==> config.mk <==
export PLATFORM = sky130hd
export DESIGN_NAME = operand_fetch
export DESIGN_NICKNAME = d
export VERILOG_FILES = /design/src/rtl/operand_fetch.sv
export SDC_FILE = /design/constraint.sdc
export NUM_CORES = 1
export LEC_CHECK = 0
export CORE_MARGIN = 4
export CORE_UTILIZATION = 51
export DETAILED_ROUTE_END_ITERATION = 16
export GPL_ROUTABILITY_DRIVEN = 0
export PLACE_DENSITY = 0.86
export SYNTH_ARGS = -nofsm -noshare
export SYNTH_HDL_FRONTEND = slang
export SYNTH_SLANG_ARGS = --single-unit
==> constraint.sdc <==
create_clock -name clk -period 4 [get_ports clk]
set_clock_uncertainty 0.2 [all_clocks]
set_input_delay 0.6 -clock clk [delete_from_list [all_inputs] [get_ports clk]]
set_output_delay 0.6 -clock clk [all_outputs]
set_load 0.005 [all_outputs]
==> src/rtl/operand_fetch.sv <==
// Register-read stage: drives the synchronous-read register file, absorbs its one-cycle latency,
// forwards writeback data the file would return stale, and hands registered operands to execute.
module operand_fetch #(
    parameter int DATA_WIDTH    = 32,
    parameter int ADDR_WIDTH    = 5,
    parameter int PAYLOAD_WIDTH = 64
) (
    input  logic                     clk,
    input  logic                     rst,
    input  logic                     flush,
    input  logic                     in_valid,
    output logic                     in_ready,
    input  logic [ADDR_WIDTH-1:0]    in_rs1,
    input  logic [ADDR_WIDTH-1:0]    in_rs2,
    input  logic [PAYLOAD_WIDTH-1:0] in_payload,
    output logic [ADDR_WIDTH-1:0]    rf_r0_addr,
    output logic [ADDR_WIDTH-1:0]    rf_r1_addr,
    input  logic [DATA_WIDTH-1:0]    rf_r0_data,
    input  logic [DATA_WIDTH-1:0]    rf_r1_data,
    input  logic                     wb_en,
    input  logic [ADDR_WIDTH-1:0]    wb_addr,
    input  logic [DATA_WIDTH-1:0]    wb_data,
    output logic                     out_valid,
    input  logic                     out_ready,
    output logic [DATA_WIDTH-1:0]    out_op_a,
    output logic [DATA_WIDTH-1:0]    out_op_b,
    output logic [PAYLOAD_WIDTH-1:0] out_payload
);

    logic                     s1_valid;
    logic [ADDR_WIDTH-1:0]    s1_rs1;
    logic [ADDR_WIDTH-1:0]    s1_rs2;
    logic [PAYLOAD_WIDTH-1:0] s1_payload;
    logic                     s1_fwd_a;
    logic                     s1_fwd_b;
    logic [DATA_WIDTH-1:0]    s1_fwd_a_data;
    logic [DATA_WIDTH-1:0]    s1_fwd_b_data;
    logic [ADDR_WIDTH-1:0]    out_rs1;
    logic [ADDR_WIDTH-1:0]    out_rs2;

    logic                     out_adv;
    logic                     s1_adv;
    logic                     s1_hold;
    logic                     accept;
    logic                     rd_hit_a;
    logic                     rd_hit_b;
    logic                     s1_hit_a;
    logic                     s1_hit_b;
    logic                     out_hit_a;
    logic                     out_hit_b;
    logic [DATA_WIDTH-1:0]    sel_a;
    logic [DATA_WIDTH-1:0]    sel_b;

    assign out_adv  = !out_valid || out_ready;
    assign s1_adv   = s1_valid && out_adv;
    assign s1_hold  = s1_valid && !s1_adv;
    assign in_ready = !s1_valid || out_adv;
    assign accept   = in_valid && in_ready;

    // A holding S1 re-reads its own indices so the file data always matches S1 next cycle.
    assign rf_r0_addr = accept ? in_rs1 : s1_rs1;
    assign rf_r1_addr = accept ? in_rs2 : s1_rs2;

    assign rd_hit_a  = wb_en && (wb_addr == rf_r0_addr) && (rf_r0_addr != '0);
    assign rd_hit_b  = wb_en && (wb_addr == rf_r1_addr) && (rf_r1_addr != '0);
    assign s1_hit_a  = wb_en && (wb_addr == s1_rs1) && (s1_rs1 != '0);
    assign s1_hit_b  = wb_en && (wb_addr == s1_rs2) && (s1_rs2 != '0);
    assign out_hit_a = wb_en && (wb_addr == out_rs1) && (out_rs1 != '0);
    assign out_hit_b = wb_en && (wb_addr == out_rs2) && (out_rs2 != '0);

    always_comb begin
        sel_a = rf_r0_data;
        sel_b = rf_r1_data;
        if (s1_rs1 == '0)  sel_a = '0;
        else if (s1_hit_a) sel_a = wb_data;
        else if (s1_fwd_a) sel_a = s1_fwd_a_data;
        if (s1_rs2 == '0)  sel_b = '0;
        else if (s1_hit_b) sel_b = wb_data;
        else if (s1_fwd_b) sel_b = s1_fwd_b_data;
    end

    always_ff @(posedge clk) begin
        if (rst) begin
            s1_valid      <= 1'b0;
            s1_rs1        <= '0;
            s1_rs2        <= '0;
            s1_payload    <= '0;
            s1_fwd_a      <= 1'b0;
            s1_fwd_b      <= 1'b0;
            s1_fwd_a_data <= '0;
            s1_fwd_b_data <= '0;
        end else begin
            if (accept) begin
                s1_rs1     <= in_rs1;
                s1_rs2     <= in_rs2;
                s1_payload <= in_payload;
            end
            // The file returns pre-write data for a same-cycle write; remember that write here.
            if (accept || s1_hold) begin
                s1_fwd_a      <= rd_hit_a;
                s1_fwd_b      <= rd_hit_b;
                s1_fwd_a_data <= wb_data;
                s1_fwd_b_data <= wb_data;
            end
            if (flush)       s1_valid <= 1'b0;
            else if (accept) s1_valid <= 1'b1;
            else if (s1_adv) s1_valid <= 1'b0;
        end
    end

    always_ff @(posedge clk) begin
        if (rst) begin
            out_valid   <= 1'b0;
            out_op_a    <= '0;
            out_op_b    <= '0;
            out_payload <= '0;
            out_rs1     <= '0;
            out_rs2     <= '0;
        end else begin
            if (s1_adv) begin
                out_op_a    <= sel_a;
                out_op_b    <= sel_b;
                out_payload <= s1_payload;
                out_rs1     <= s1_rs1;
                out_rs2     <= s1_rs2;
            end else if (out_valid && !out_ready) begin
                if (out_hit_a) out_op_a <= wb_data;
                if (out_hit_b) out_op_b <= wb_data;
            end
            if (flush)        out_valid <= 1'b0;
            else if (s1_adv)  out_valid <= 1'b1;
            else if (out_adv) out_valid <= 1'b0;
        end
    end

endmodule

==> Implementation_results.wiki <==
{| class="wikitable"
! Metric !! Value
|-
| Run status || complete, no violations
|-
| Type of element capturing the critical path || output port
|-
| I/O Pins || 321
|-
| Synthesis warning total || 0
|-
| Sequence of cells on the critical path || clkdlybuf4s50_1 > and3b_1 > nor2_4 > mux2i_1 > inv_1 > clkdlybuf4s50_1
|-
| Count of final max-slew check failures || 0
|-
| Total gr overflow || 0
|-
| Prevailing post-synth register cell || sky130_fd_sc_hd__dfxtp_1
|-
| Critical-path top delay cell || sky130_fd_sc_hd__clkdlybuf4s50_1
|-
| Commonest cells in the netlist || sky130_fd_sc_hd__nand2_1 (350), sky130_fd_sc_hd__dfxtp_1 (248), sky130_fd_sc_hd__a21oi_1 (175)
|-
| Worst-margin pin slew || 1216 ps
|-
| Cts-stage hold buffer count || 0
|-
| Count of cells along the worst register-to-register path || 7
|-
| Layout cell share with drive strength beyond 1 || 8.805%
|-
| Cells after Synth || 1,317
|-
| CTS tree || built
|-
| Data arrival, critical path || 2800 ps
|-
| Area share of the largest cell type after synthesis || 45.82%
|-
| Leading cell types by total area after synthesis || sky130_fd_sc_hd__dfxtp_1 (46%), sky130_fd_sc_hd__nand2_1 (12%), sky130_fd_sc_hd__a21oi_1 (8.1%)
|-
| FF/Latch Area || 0.004966 sq mm
|-
| RSZ-0062 raised after global routing || no
|-
| Pin count of the biggest net entering global routing || 118
|-
| Clock-pin slew on the worst setup and hold paths || 60 ps
|-
| Total of flip-flops plus latches after synthesis || 248
|-
| Number of cell rows || 53
|-
| Cell accounting for the most synthesized area || sky130_fd_sc_hd__dfxtp_1
|-
| Net count, final || 1,751
|-
| Crit path max fanout || 11
|-
| Global-route wire length before repair || 56,320 um
|-
| DRT iter0 DRCs || 822
|-
| Via total after detailed routing || 10,810
|-
| Post-CTS setup buffers || 0
|-
| Via count of the first global-routing pass || 10,580
|-
| Post-Syn Nets || 1,498
|-
| Post-layout minimum cycle time || 3599 ps
|-
| Gr usage total || 28.61%
|-
| Floorplan Core Area || 0.02096 sq mm
|-
| Summed negative setup slack over all endpoints || 0 ps
|-
| Max-slew headroom || 18.94%
|-
| Required time of the worst setup path || 3200 ps
|-
| Leakage power summed over all cells || 5.178 nW
|-
| Number of buffers inserted during clock tree synthesis || 26
|-
| Gates resized, CTS repair || 0
|-
| Maximum level of the CTS H-tree || 1
|-
| Mean routed wirelength per cell || 19.19 um
|-
| Starting density of the core || 51.71%
|-
| Area enclosed by the die boundary || 0.02364 sq mm
|-
| Delay of the slowest cell on the worst path || 610 ps
|-
| Final hold vios || 0
|-
| Remaining antenna violation count after routing || 0
|-
| Die Ht || 153.8 um
|-
| Hold wc startpoint || s1_payload[2]
|-
| Die Width || 153.8 um
|-
| Largest buffer count on any clock path || 3
|-
| Number of cells on the worst hold path || 2
|-
| Signed area change from the synthesized netlist to the final layout || 38.64%
|-
| Utilization after layout || 71.69%
|-
| Critical register-to-register path startpoint || s1_rs2[0]
|-
| Type of the worst setup path || input pin to output port
|-
| Async S/R FF share, synth || 0%
|-
| Netlist area before placement || 0.01084 sq mm
|-
| Final wirelength || 35,820 um
|-
| Antenna violations before repair || 2
|-
| Most common cell type on the critical path || sky130_fd_sc_hd__clkdlybuf4s50_1
|-
| Count of TritonRoute iterations in the first routing pass || 5
|-
| HPWL reported at the end of detailed placement || 23,620 um
|-
| Register-to-register setup slack || 1330 ps
|-
| Synthesized area per cell || 8.227 sq um
|-
| Distinct cells, synth || 40
|-
| Clock tree sinks || 248
|-
| Number of enable flip-flop cells after synthesis || 0
|-
| Portion of the post-synthesis area used by sequential elements || 45.82%
|-
| Area occupied by multi-input gates || 0.005255 sq mm
|-
| Remaining routing DRC violations || 0
|-
| Power density of the placed cells || 395.7 mW/mm^2
|-
| Max-cap violations || 0
|-
| Maximum clock frequency || 0.2778 GHz
|-
| Master cell of the clock root buffer || sky130_fd_sc_hd__clkbuf_16
|-
| Final number of setup-violating endpoints || 0
|-
| Min-Delay Path Class || register to register
|-
| Count of port buffers added during placement || 320
|-
| Terminus of the critical flop-to-flop path || out_op_b[8]
|-
| Worst voltage drop across the vdd grid || 0.3230 mV
|-
| Per-cell via count in the routed design || 5.788
|-
| Clock latency reported for the late side of the worst-skew pair || 520 ps
|-
| Most common cell in the netlist || sky130_fd_sc_hd__nand2_1
|-
| Critical path launch point type || input pin
|-
| Final worst-path cycle share || 89.99%
|-
| Number of fill cells in the layout || 1,615
|-
| Overall power consumption || 5.944 mW
|-
| Terminating pin of the worst hold path || out_payload[2]
|}
-- sequential cells by signal (all words and copies together) (netlist names) --
register       count
s1_rs1             5
out_rs1            5
out_valid          1
out_op_b          32
out_rs2            5
s1_fwd_b_data     32
s1_valid           1
s1_fwd_b           1
s1_payload        64
s1_fwd_a           1
out_op_a          32
out_payload       64
s1_rs2             5
-- layer usage --
layer  up-vias  track usage (%)  wire length (um)
met3       109            7.796              3849
met5         -                0                 0
li1       5029                -                 -
met1      5091            35.51             13880
met2       577            47.00             16470
met4         0            12.20              1627
-- cells by family after synthesis --
logic type	after synthesis	synth area share, %
compound gates	357	21.80
xor+xnor	26	2.102
buf+inv	155	6.178
flops	248	45.82
mux	66	6.467
simple gates	465	17.63
-- cells in the final DEF (no fill, tap or decap), types with 27 or more instances in the layout --
cell type / count
sky130_fd_sc_hd__clkdlybuf4s50_1: 319
sky130_fd_sc_hd__nand2_1: 348
sky130_fd_sc_hd__nor2_1: 40
sky130_fd_sc_hd__a221oi_2: 30
sky130_fd_sc_hd__mux2i_1: 34
sky130_fd_sc_hd__clkbuf_16: 27
sky130_fd_sc_hd__inv_1: 39
sky130_fd_sc_hd__a21oi_1: 175
sky130_fd_sc_hd__a221oi_1: 34
sky130_fd_sc_hd__nor3_1: 35
sky130_fd_sc_hd__o211ai_1: 39
sky130_fd_sc_hd__o21ai_0: 66
sky130_fd_sc_hd__mux2_2: 32
sky130_fd_sc_hd__dfxtp_1: 247
-- report_power, final --
part	internal (mW)	total [mW]	switching (mW)
sequential	2.57	2.65	0.0704
clock	1.56	2.55	0.994
combinational	0.383	0.747	0.364
total	4.52	5.94	1.43
-- metrics by stage --
stage | cells | setup slack [ps] | hold WS (ps) | instance area, sq um
6_report | 1867 | 400.6 | 243.4 | 15020
5_1_grt | 1867 | 239.9 | 263.0 | 15020
4_1_cts | 1865 | 407.3 | 251.3 | 15020
3_5_place_dp | 1817 | 405.8 | 243.5 | 14100
3_3_place_gp | 1817 | 470.0 | 235.8 | 14100
2_1_floorplan | 1317 | 1650 | 232.1 | 10840
-- worst max-delay path, delay by kind of cell --
family	cells	cell delay (ps)
multiplexers	1	390
buffers and inverters	3	1180
AND/OR/NAND/NOR	2	620
-- layout make-up --
| type | instances | area share, % |
|---|---|---|
| diodes | 2 | 0.03332 |
| clock buffers | 40 | 5.289 |
| clock inverters | 8 | 0.8079 |
| inverters | 39 | 0.9745 |
| multi-input cells | 914 | 34.98 |
| flip-flops and latches | 248 | 33.06 |
| well taps | 275 | 2.291 |
| repair buffers | 341 | 22.56 |
-- worst max path at each step --
stage,cells past startpoint,end,from,slack [ps]
floorplan,5,rf_r0_addr[3],out_ready,1650
global placement,6,rf_r0_addr[4],out_ready,470
detailed placement,6,rf_r0_addr[4],out_ready,410
CTS,6,rf_r0_addr[4],out_ready,410
global route,6,rf_r0_addr[3],out_ready,240
finish,6,rf_r0_addr[3],out_ready,400
(Power assumes the default switching activity.)
